## config.mk

```make
export PLATFORM = sky130hd
export DESIGN_NAME = lsq_retire_queue
export DESIGN_NICKNAME = d
export VERILOG_FILES = /design/src/rtl/lsq_ret_pkg.sv /design/src/rtl/lsq_ret_slot_decode.sv /design/src/rtl/lsq_retire_queue.sv
export SDC_FILE = /design/constraint.sdc
export NUM_CORES = 1
export LEC_CHECK = 0
export BUFFER_PORTS_ARGS = -buffer_cell sky130_fd_sc_hd__buf_2
export CAP_MARGIN = 10
export CORE_MARGIN = 3
export CORE_UTILIZATION = 45
export CTS_CLUSTER_SIZE = 28
export DETAILED_ROUTE_END_ITERATION = 12
export GPL_TIMING_DRIVEN = 0
export PLACE_DENSITY = 0.76
export SLEW_MARGIN = 10
export SYNTH_ARGS = -nofsm -noshare
export SYNTH_HDL_FRONTEND = slang
export SYNTH_SLANG_ARGS = --single-unit
```

## constraint.sdc

```tcl
create_clock -name clk -period 2.83 [get_ports clk]
set_input_delay 0.1415 -clock clk [delete_from_list [all_inputs] [get_ports clk]]
set_output_delay 0.1415 -clock clk [all_outputs]
set_load 0.1 [all_outputs]
```

## src/rtl/lsq_ret_pkg.sv

```systemverilog
// lsq_ret_pkg: shared constants and the queue entry type for lsq_retire_queue.
//   Default parameter values for the queue and its slot decoder, plus the
//   packed entry that holds one decoded bundle while it waits to retire.
//   The shared payload width comes from the LSQSHARE_WIDTH macro; it falls
//   back to 8 bits when the build does not define it.

`ifndef LSQSHARE_WIDTH
`define LSQSHARE_WIDTH 8
`endif

package lsq_ret_pkg;

  localparam int LSQ_LANES  = 6;
  localparam int LSQ_SLOTS  = 10;
  localparam int LSQ_SLOT_W = 4;
  localparam int LSQ_II_W   = 6;
  localparam int LSQ_EXB_W  = 4;
  localparam int LSQ_SHR_W  = `LSQSHARE_WIDTH;
  localparam int LSQ_DEPTH  = 4;

  // One queued retire group, already decoded into per-slot vectors.
  // Field widths track the package defaults above.
  typedef struct packed {
    logic                            kill;
    logic                            thread;
    logic [LSQ_II_W-1:0]             ii;
    logic [LSQ_SHR_W-1:0]            shr;
    logic [LSQ_SLOTS*LSQ_EXB_W-1:0]  exbits;
    logic [LSQ_SLOTS-1:0]            wtc;
    logic [LSQ_SLOTS-1:0]            ldc;
    logic [LSQ_SLOTS-1:0]            exc;
    logic [LSQ_SLOTS-1:0]            en;
  } lsq_ret_entry_t;

endpackage

```

## src/rtl/lsq_ret_slot_decode.sv

```systemverilog
// lsq_ret_slot_decode: combinational lane-to-slot decode for one bundle.
//   Inputs : ret_mask, slot (packed per lane), excpt/ld_confl/wait_confl,
//            exbits (packed per lane).
//   Outputs: en/exc/ldc/wtc per slot, exbits_o per slot, dup_o.
//   Lanes pointing at a slot index >= SLOTS are ignored.
//   Build option LSQ_RET_DUPCHK_EN: two retiring lanes on one slot raise
//   dup_o and force that slot's exc bit. Without it, lanes on a shared slot
//   are OR-merged and dup_o is 0.

module lsq_ret_slot_decode
  import lsq_ret_pkg::*;
#(
  parameter int LANES  = LSQ_LANES,
  parameter int SLOTS  = LSQ_SLOTS,
  parameter int SLOT_W = LSQ_SLOT_W,
  parameter int EXB_W  = LSQ_EXB_W
) (
  input  logic [LANES-1:0]        ret_mask,
  input  logic [LANES*SLOT_W-1:0] slot,
  input  logic [LANES-1:0]        excpt,
  input  logic [LANES-1:0]        ld_confl,
  input  logic [LANES-1:0]        wait_confl,
  input  logic [LANES*EXB_W-1:0]  exbits,
  output logic [SLOTS-1:0]        en_o,
  output logic [SLOTS-1:0]        exc_o,
  output logic [SLOTS-1:0]        ldc_o,
  output logic [SLOTS-1:0]        wtc_o,
  output logic [SLOTS*EXB_W-1:0]  exbits_o,
  output logic                    dup_o
);

`ifdef LSQ_RET_DUPCHK_EN
  logic [SLOTS-1:0] dup_slot;
`endif

  always_comb begin
    en_o     = '0;
    exc_o    = '0;
    ldc_o    = '0;
    wtc_o    = '0;
    exbits_o = '0;
    dup_o    = 1'b0;
`ifdef LSQ_RET_DUPCHK_EN
    dup_slot = '0;
`endif
    for (int k = 0; k < SLOTS; k++) begin
      for (int l = 0; l < LANES; l++) begin
        if (ret_mask[l] && (slot[l*SLOT_W +: SLOT_W] == SLOT_W'(k))) begin
`ifdef LSQ_RET_DUPCHK_EN
          // en_o[k] already set means an earlier lane claimed this slot
          if (en_o[k]) dup_slot[k] = 1'b1;
`endif
          en_o[k]  = 1'b1;
          exc_o[k] = exc_o[k] | excpt[l];
          ldc_o[k] = ldc_o[k] | ld_confl[l];
          wtc_o[k] = wtc_o[k] | wait_confl[l];
          exbits_o[k*EXB_W +: EXB_W] = exbits_o[k*EXB_W +: EXB_W] |
                                       exbits[l*EXB_W +: EXB_W];
        end
      end
    end
`ifdef LSQ_RET_DUPCHK_EN
    exc_o = exc_o | dup_slot;
    dup_o = |dup_slot;
`endif
  end

endmodule

```

## src/rtl/lsq_retire_queue.sv

```systemverilog
// lsq_retire_queue: in-order retire decision queue between the LSQ
// disambiguate/align stage and the retire control unit.
//   clk/rst       : rising-edge clock, asynchronous active-low reset (rst).
//   in_*          : bundle enqueue (valid/ready handshake), decoded at entry.
//   cntrl_II, doRetire, bStall : retire request for the head group.
//   except, except_thread      : kill every queued entry of one thread.
//   out_valid/out_II/deq       : live head and combinational pop strobe.
//   retire_*      : registered one-cycle retire results, zero otherwise.
//   dup_err       : sticky slot-collision flag (LSQ_RET_DUPCHK_EN builds).

module lsq_retire_queue
  import lsq_ret_pkg::*;
#(
  parameter int LANES  = LSQ_LANES,
  parameter int SLOTS  = LSQ_SLOTS,
  parameter int SLOT_W = LSQ_SLOT_W,
  parameter int II_W   = LSQ_II_W,
  parameter int EXB_W  = LSQ_EXB_W,
  parameter int SHR_W  = LSQ_SHR_W,
  parameter int DEPTH  = LSQ_DEPTH
) (
  input  logic                    clk,
  input  logic                    rst,
  input  logic                    in_valid,
  output logic                    in_ready,
  input  logic                    in_thread,
  input  logic [II_W-1:0]         in_II,
  input  logic [LANES-1:0]        in_ret_mask,
  input  logic [LANES*SLOT_W-1:0] in_slot,
  input  logic [LANES-1:0]        in_excpt,
  input  logic [LANES-1:0]        in_ld_confl,
  input  logic [LANES-1:0]        in_wait_confl,
  input  logic [LANES*EXB_W-1:0]  in_exbits,
  input  logic [SHR_W-1:0]        in_shr,
  input  logic [II_W-1:0]         cntrl_II,
  input  logic                    doRetire,
  input  logic                    bStall,
  input  logic                    except,
  input  logic                    except_thread,
  output logic                    out_valid,
  output logic [II_W-1:0]         out_II,
  output logic                    deq,
  output logic [SLOTS-1:0]        retire_enOut,
  output logic [SLOTS-1:0]        retire_fine,
  output logic [SLOTS-1:0]        retire_ldconfl,
  output logic [SLOTS-1:0]        retire_waitconfl,
  output logic [SLOTS-1:0]        retire_except,
  output logic [SLOTS*EXB_W-1:0]  retire_exbits,
  output logic [SHR_W-1:0]        retire_shr,
  output logic                    retire_thread,
  output logic                    dup_err
);

  localparam int PTR_W = $clog2(DEPTH);
  localparam int CNT_W = PTR_W + 1;

  lsq_ret_entry_t mem_q [DEPTH];
  lsq_ret_entry_t mem_d [DEPTH];
  lsq_ret_entry_t head;
  lsq_ret_entry_t new_entry;

  logic [PTR_W-1:0] wr_ptr_q, wr_ptr_d;
  logic [PTR_W-1:0] rd_ptr_q, rd_ptr_d;
  logic [CNT_W-1:0] count_q, count_d;

  logic [SLOTS-1:0]       dec_en, dec_exc, dec_ldc, dec_wtc;
  logic [SLOTS*EXB_W-1:0] dec_exbits;
  logic                   dec_dup;

  logic [SLOTS-1:0]       retire_en_q, retire_en_d;
  logic [SLOTS-1:0]       retire_fine_q, retire_fine_d;
  logic [SLOTS-1:0]       retire_ldc_q, retire_ldc_d;
  logic [SLOTS-1:0]       retire_wtc_q, retire_wtc_d;
  logic [SLOTS-1:0]       retire_exc_q, retire_exc_d;
  logic [SLOTS*EXB_W-1:0] retire_exbits_q, retire_exbits_d;
  logic [SHR_W-1:0]       retire_shr_q, retire_shr_d;
  logic                   retire_thread_q, retire_thread_d;
  logic                   dup_err_q, dup_err_d;

  logic head_present, flush_head, drop, pop, push;

  lsq_ret_slot_decode #(
    .LANES  (LANES),
    .SLOTS  (SLOTS),
    .SLOT_W (SLOT_W),
    .EXB_W  (EXB_W)
  ) u_decode (
    .ret_mask   (in_ret_mask),
    .slot       (in_slot),
    .excpt      (in_excpt),
    .ld_confl   (in_ld_confl),
    .wait_confl (in_wait_confl),
    .exbits     (in_exbits),
    .en_o       (dec_en),
    .exc_o      (dec_exc),
    .ldc_o      (dec_ldc),
    .wtc_o      (dec_wtc),
    .exbits_o   (dec_exbits),
    .dup_o      (dec_dup)
  );

  always_comb begin
    new_entry        = '0;
    new_entry.kill   = 1'b0;
    new_entry.thread = in_thread;
    new_entry.ii     = in_II;
    new_entry.shr    = in_shr;
    new_entry.exbits = dec_exbits;
    new_entry.wtc    = dec_wtc;
    new_entry.ldc    = dec_ldc;
    new_entry.exc    = dec_exc;
    new_entry.en     = dec_en;
  end

  always_comb begin
    head         = mem_q[rd_ptr_q];
    head_present = (count_q != '0);
    out_valid    = head_present & ~head.kill;
    out_II       = out_valid ? head.ii : '0;
    in_ready     = (count_q < CNT_W'(DEPTH));

    // a flush of the head's own thread wins over a retire in the same cycle
    flush_head = except & (except_thread == head.thread);
    deq  = out_valid & doRetire & ~bStall & (cntrl_II == head.ii) & ~flush_head;
    drop = head_present & head.kill;
    pop  = deq | drop;
    // a push of the thread being flushed is swallowed, never stored
    push = in_valid & in_ready & ~(except & (except_thread == in_thread));

    // kill bits on stale slots are harmless: enqueue rewrites the whole entry
    mem_d = mem_q;
    for (int i = 0; i < DEPTH; i++) begin
      if (except && (mem_q[i].thread == except_thread)) mem_d[i].kill = 1'b1;
    end
    if (push) mem_d[wr_ptr_q] = new_entry;

    wr_ptr_d = wr_ptr_q + PTR_W'(push);
    rd_ptr_d = rd_ptr_q + PTR_W'(pop);
    count_d  = count_q + CNT_W'(push) - CNT_W'(pop);

    retire_en_d     = '0;
    retire_fine_d   = '0;
    retire_ldc_d    = '0;
    retire_wtc_d    = '0;
    retire_exc_d    = '0;
    retire_exbits_d = '0;
    retire_shr_d    = '0;
    retire_thread_d = 1'b0;
    if (deq) begin
      retire_en_d     = head.en;
      retire_fine_d   = head.en & ~head.exc & ~head.ldc & ~head.wtc;
      retire_ldc_d    = head.ldc;
      retire_wtc_d    = head.wtc;
      retire_exc_d    = head.exc;
      retire_exbits_d = head.exbits;
      retire_shr_d    = head.shr;
      retire_thread_d = head.thread;
    end

    dup_err_d = dup_err_q | (push & dec_dup);
  end

  always_ff @(posedge clk or negedge rst) begin
    if (!rst) begin
      for (int i = 0; i < DEPTH; i++) mem_q[i] <= '0;
      wr_ptr_q        <= '0;
      rd_ptr_q        <= '0;
      count_q         <= '0;
      retire_en_q     <= '0;
      retire_fine_q   <= '0;
      retire_ldc_q    <= '0;
      retire_wtc_q    <= '0;
      retire_exc_q    <= '0;
      retire_exbits_q <= '0;
      retire_shr_q    <= '0;
      retire_thread_q <= 1'b0;
      dup_err_q       <= 1'b0;
    end else begin
      for (int i = 0; i < DEPTH; i++) mem_q[i] <= mem_d[i];
      wr_ptr_q        <= wr_ptr_d;
      rd_ptr_q        <= rd_ptr_d;
      count_q         <= count_d;
      retire_en_q     <= retire_en_d;
      retire_fine_q   <= retire_fine_d;
      retire_ldc_q    <= retire_ldc_d;
      retire_wtc_q    <= retire_wtc_d;
      retire_exc_q    <= retire_exc_d;
      retire_exbits_q <= retire_exbits_d;
      retire_shr_q    <= retire_shr_d;
      retire_thread_q <= retire_thread_d;
      dup_err_q       <= dup_err_d;
    end
  end

  assign retire_enOut     = retire_en_q;
  assign retire_fine      = retire_fine_q;
  assign retire_ldconfl   = retire_ldc_q;
  assign retire_waitconfl = retire_wtc_q;
  assign retire_except    = retire_exc_q;
  assign retire_exbits    = retire_exbits_q;
  assign retire_shr       = retire_shr_q;
  assign retire_thread    = retire_thread_q;
  assign dup_err          = dup_err_q;

endmodule

```

==> results.py <==
metrics = {
    "run_status": {
        "status": "finished, violations left",
        "failed_checks": "setup timing",
    },
    "placement": {
        "hpwl_um": 56600,
        "globalplace.congestion": 0.993,
        "dp.cells": 2901,
        "portBuffers": 200,
        "placed_area_um2": 24500,
    },
    "run": {
        "maxCapViolCount": 0,
    },
    "setup_path": {
        "cp-end-kind": "primary output",
        "worstPathCellList": "buf_6, mux4_2, or2_4, nor4_4, nand3_2, clkbuf_16, buf_4, inv_2, buf_12",
        "slowest_stage": "mux4_2",
        "r2r_slack_ns": -0.26,
        "crit_required_ns": 2.69,
        "cpPeakStageDelay_ns": 0.54,
        "start_kind": "flip-flop",
        "startpoint": "rd_ptr_q[0]",
        "crit_arrival_ns": 2.95,
        "crit_type": "flip-flop to primary output",
        "crit_end": "deq",
        "worst_r2r_path_depth": 13,
        "cp_max_fo": 6,
        "r2r-end": "count_q[2]",
        "reg2reg_from": "rd_ptr_q[0]",
    },
    "global_route": {
        "globalRouteOverflowTotal": 0,
        "grt_usage": 0.315,
        "grt_pass1_wl_um": 125000,
        "antenna_found_initial": 28,
        "grt_start_max_net_pins": 114,
        "grt_pass1_vias": 19800,
    },
    "sta": {
        "skew_ns": 0.0200,
        "clock.fmax_mhz": 324,
        "min_period_ns": 3.09,
        "grt_setup_unrepaired": "yes",
        "fin_crit_sh": 1.09,
        "tightestPinTransition_ns": 1.13,
        "drv_slew": 0,
        "final_hold_viol_count": 0,
        "relSlewSlack": 0.248,
        "setup_violations": 3,
        "tns_ns": -0.648,
        "setup_slack_ns": -0.258,
    },
    "clocking": {
        "clock-root-buffer": "clkbuf_16",
        "cts.clk_slew.worst_paths_ns": 0.06,
        "clock_latency_ns": 0.60,
        "htreeDepth": 2,
        "clkSinkCount": 490,
        "cts_tree": "done",
        "clk_path_buf_depth": 3,
        "cts_buffers": 51,
    },
    "route": {
        "vias_per_cell": 6.30,
        "ant_nets": 0,
        "drtIter0Drc": 2587,
        "vias": 19200,
        "wl_per_cell_um": 27.4,
        "drc": 0,
        "firstDrtPassIters": 9,
        "drt-total-wl_um": 83500,
    },
    "yosys": {
        "syn-num-nets": 2138,
        "synthDistinctLibCells": 49,
        "synth_edf_count": 0,
        "ys_seq_elements": 490,
        "synth_ff_type": "dfrtp_1",
        "synthCells": 2033,
        "syn-cell-area_um2": 22400,
        "async_flop_share": 1.00,
        "avgSynthCellArea_um2": 11.0,
        "seq_area_frac_synth": 0.546,
        "yosys_warnings": 0,
    },
    "finish": {
        "final_nets": 2421,
        "fin_area_um2": 26600,
        "stdcell_count": 3046,
        "n_fill_cell": 4184,
        "layout_commonest_cell": "dfrtp_1",
        "final_layout_size_suffix_gt1_frac": 0.240,
        "area_growth_pct": 18.6,
        "fin_util": 0.542,
        "final_cell_mix": "490 x dfrtp_1, 260 x buf_2, 260 x nor2_1",
    },
    "floorplanning": {
        "io_pins": 209,
        "coreArea_um2": 49200,
        "start_util": 0.457,
        "chipWidth_um": 229,
        "dieArea_um2": 52600,
        "rows": 81,
        "die_h_um": 229,
    },
    "power_and_ir_drop": {
        "power.density_nw_per_um2": 1090,
        "p_leak_nw": 11.5,
        "ir_drop_uv": 627,
    },
    "min_path": {
        "min_path_type": "input pin to flip-flop",
    },
}
[critical path, delay by kind of cell, from the launching register on]
kind,cells,cell delay [ns]
simple gates,3,0.72
buf+inv,5,0.71
mux,1,0.54
flops,1,0.37
[report_power, final]
part,switching (mW),total (mW),internal [mW]
registers,1.58,11.4,9.81
clock network,2.84,7.05,4.21
logic,5.73,10.6,4.86
total,10.2,29.0,18.9
[repair_timing]
item                                    in CTS  in global routing
buffers inserted                             6                  5
endpoints found under the setup margin     107                121
resized for setup                           13                 37
pin swaps                                    3                  5
endpoints found under the hold margin      158                  0
hold buffers                                17                  0
[worst min path at each step]
stage | start | endpoint | slack [ns] | cells after the start
after floorplan | rst | async pin | -0.15 | 0
final | in_exbits[12] | flip-flop | 0.05 | 4
after global placement | in_II[2] | flip-flop | 0.41 | 2
after global routing | in_exbits[12] | flip-flop | 0.05 | 4
after detailed placement | rst | async pin | 0.22 | 1
after CTS | except_thread | mem_q[191] | 0.03 | 4
[layer usage]
layer	wire, µm	GRT usage	vias to the layer above
li1	-	-	7990
met1	31900	0.410	9709
met2	37800	0.473	1197
met3	9500	0.111	283
met4	4060	0.152	18
met5	150	0	-
[per-stage QoR]
stage	hold WS, ns	setup slack, ns	power, mW
floorplan	-0.154	-0.160	18.6
global placement	0.412	-7.60	21.0
detailed placement	0.219	-0.649	21.6
CTS	0.0263	-0.275	28.9
global route	0.0514	-0.382	30.6
finish	0.0503	-0.258	29.0
[cell type report]
cell class	count	area (µm²)	share of cell area
clock inverters	21	318	0.0119
repair buffers	232	1420	0.0532
flip-flops and latches	490	12300	0.461
plain buffers	128	656	0.0246
multi-input cells	1397	9570	0.359
clock buffers	72	1450	0.0543
well taps	664	831	0.0312
inverters	16	60.1	0.00226
diodes	26	65.1	0.00244
[synthesized netlist by cell type, types with 11 or more instances]
cell | count | area, µm²
nand2b_1 | 11 | 68.8
nand3_1 | 25 | 125
buf_2 | 67 | 335
nor3_1 | 71 | 355
inv_1 | 11 | 41.3
a21oi_1 | 244 | 1220
clkbuf_1 | 52 | 195
nor2_1 | 260 | 976
nor4_4 | 11 | 234
nor2b_1 | 100 | 626
o21ai_0 | 77 | 385
mux4_2 | 96 | 2160
nand2_1 | 135 | 507
mux2_2 | 60 | 676
o22ai_1 | 192 | 1200
a22oi_1 | 29 | 218
dfrtp_1 | 490 | 12300
[cells by family after synthesis]
| family | synth area share |
|---|---|
| and+or+nand+nor | 0.147 |
| muxes | 0.127 |
| DFF | 0.546 |
| adders and majority gates | 0.00312 |
| buffers and inverters | 0.0309 |
| other | 0.000167 |
| AOI/OAI and AO/OA | 0.140 |
| xor gates and xnor gates | 0.00624 |
No activity file was read; power rests on OpenSTA's default activity.
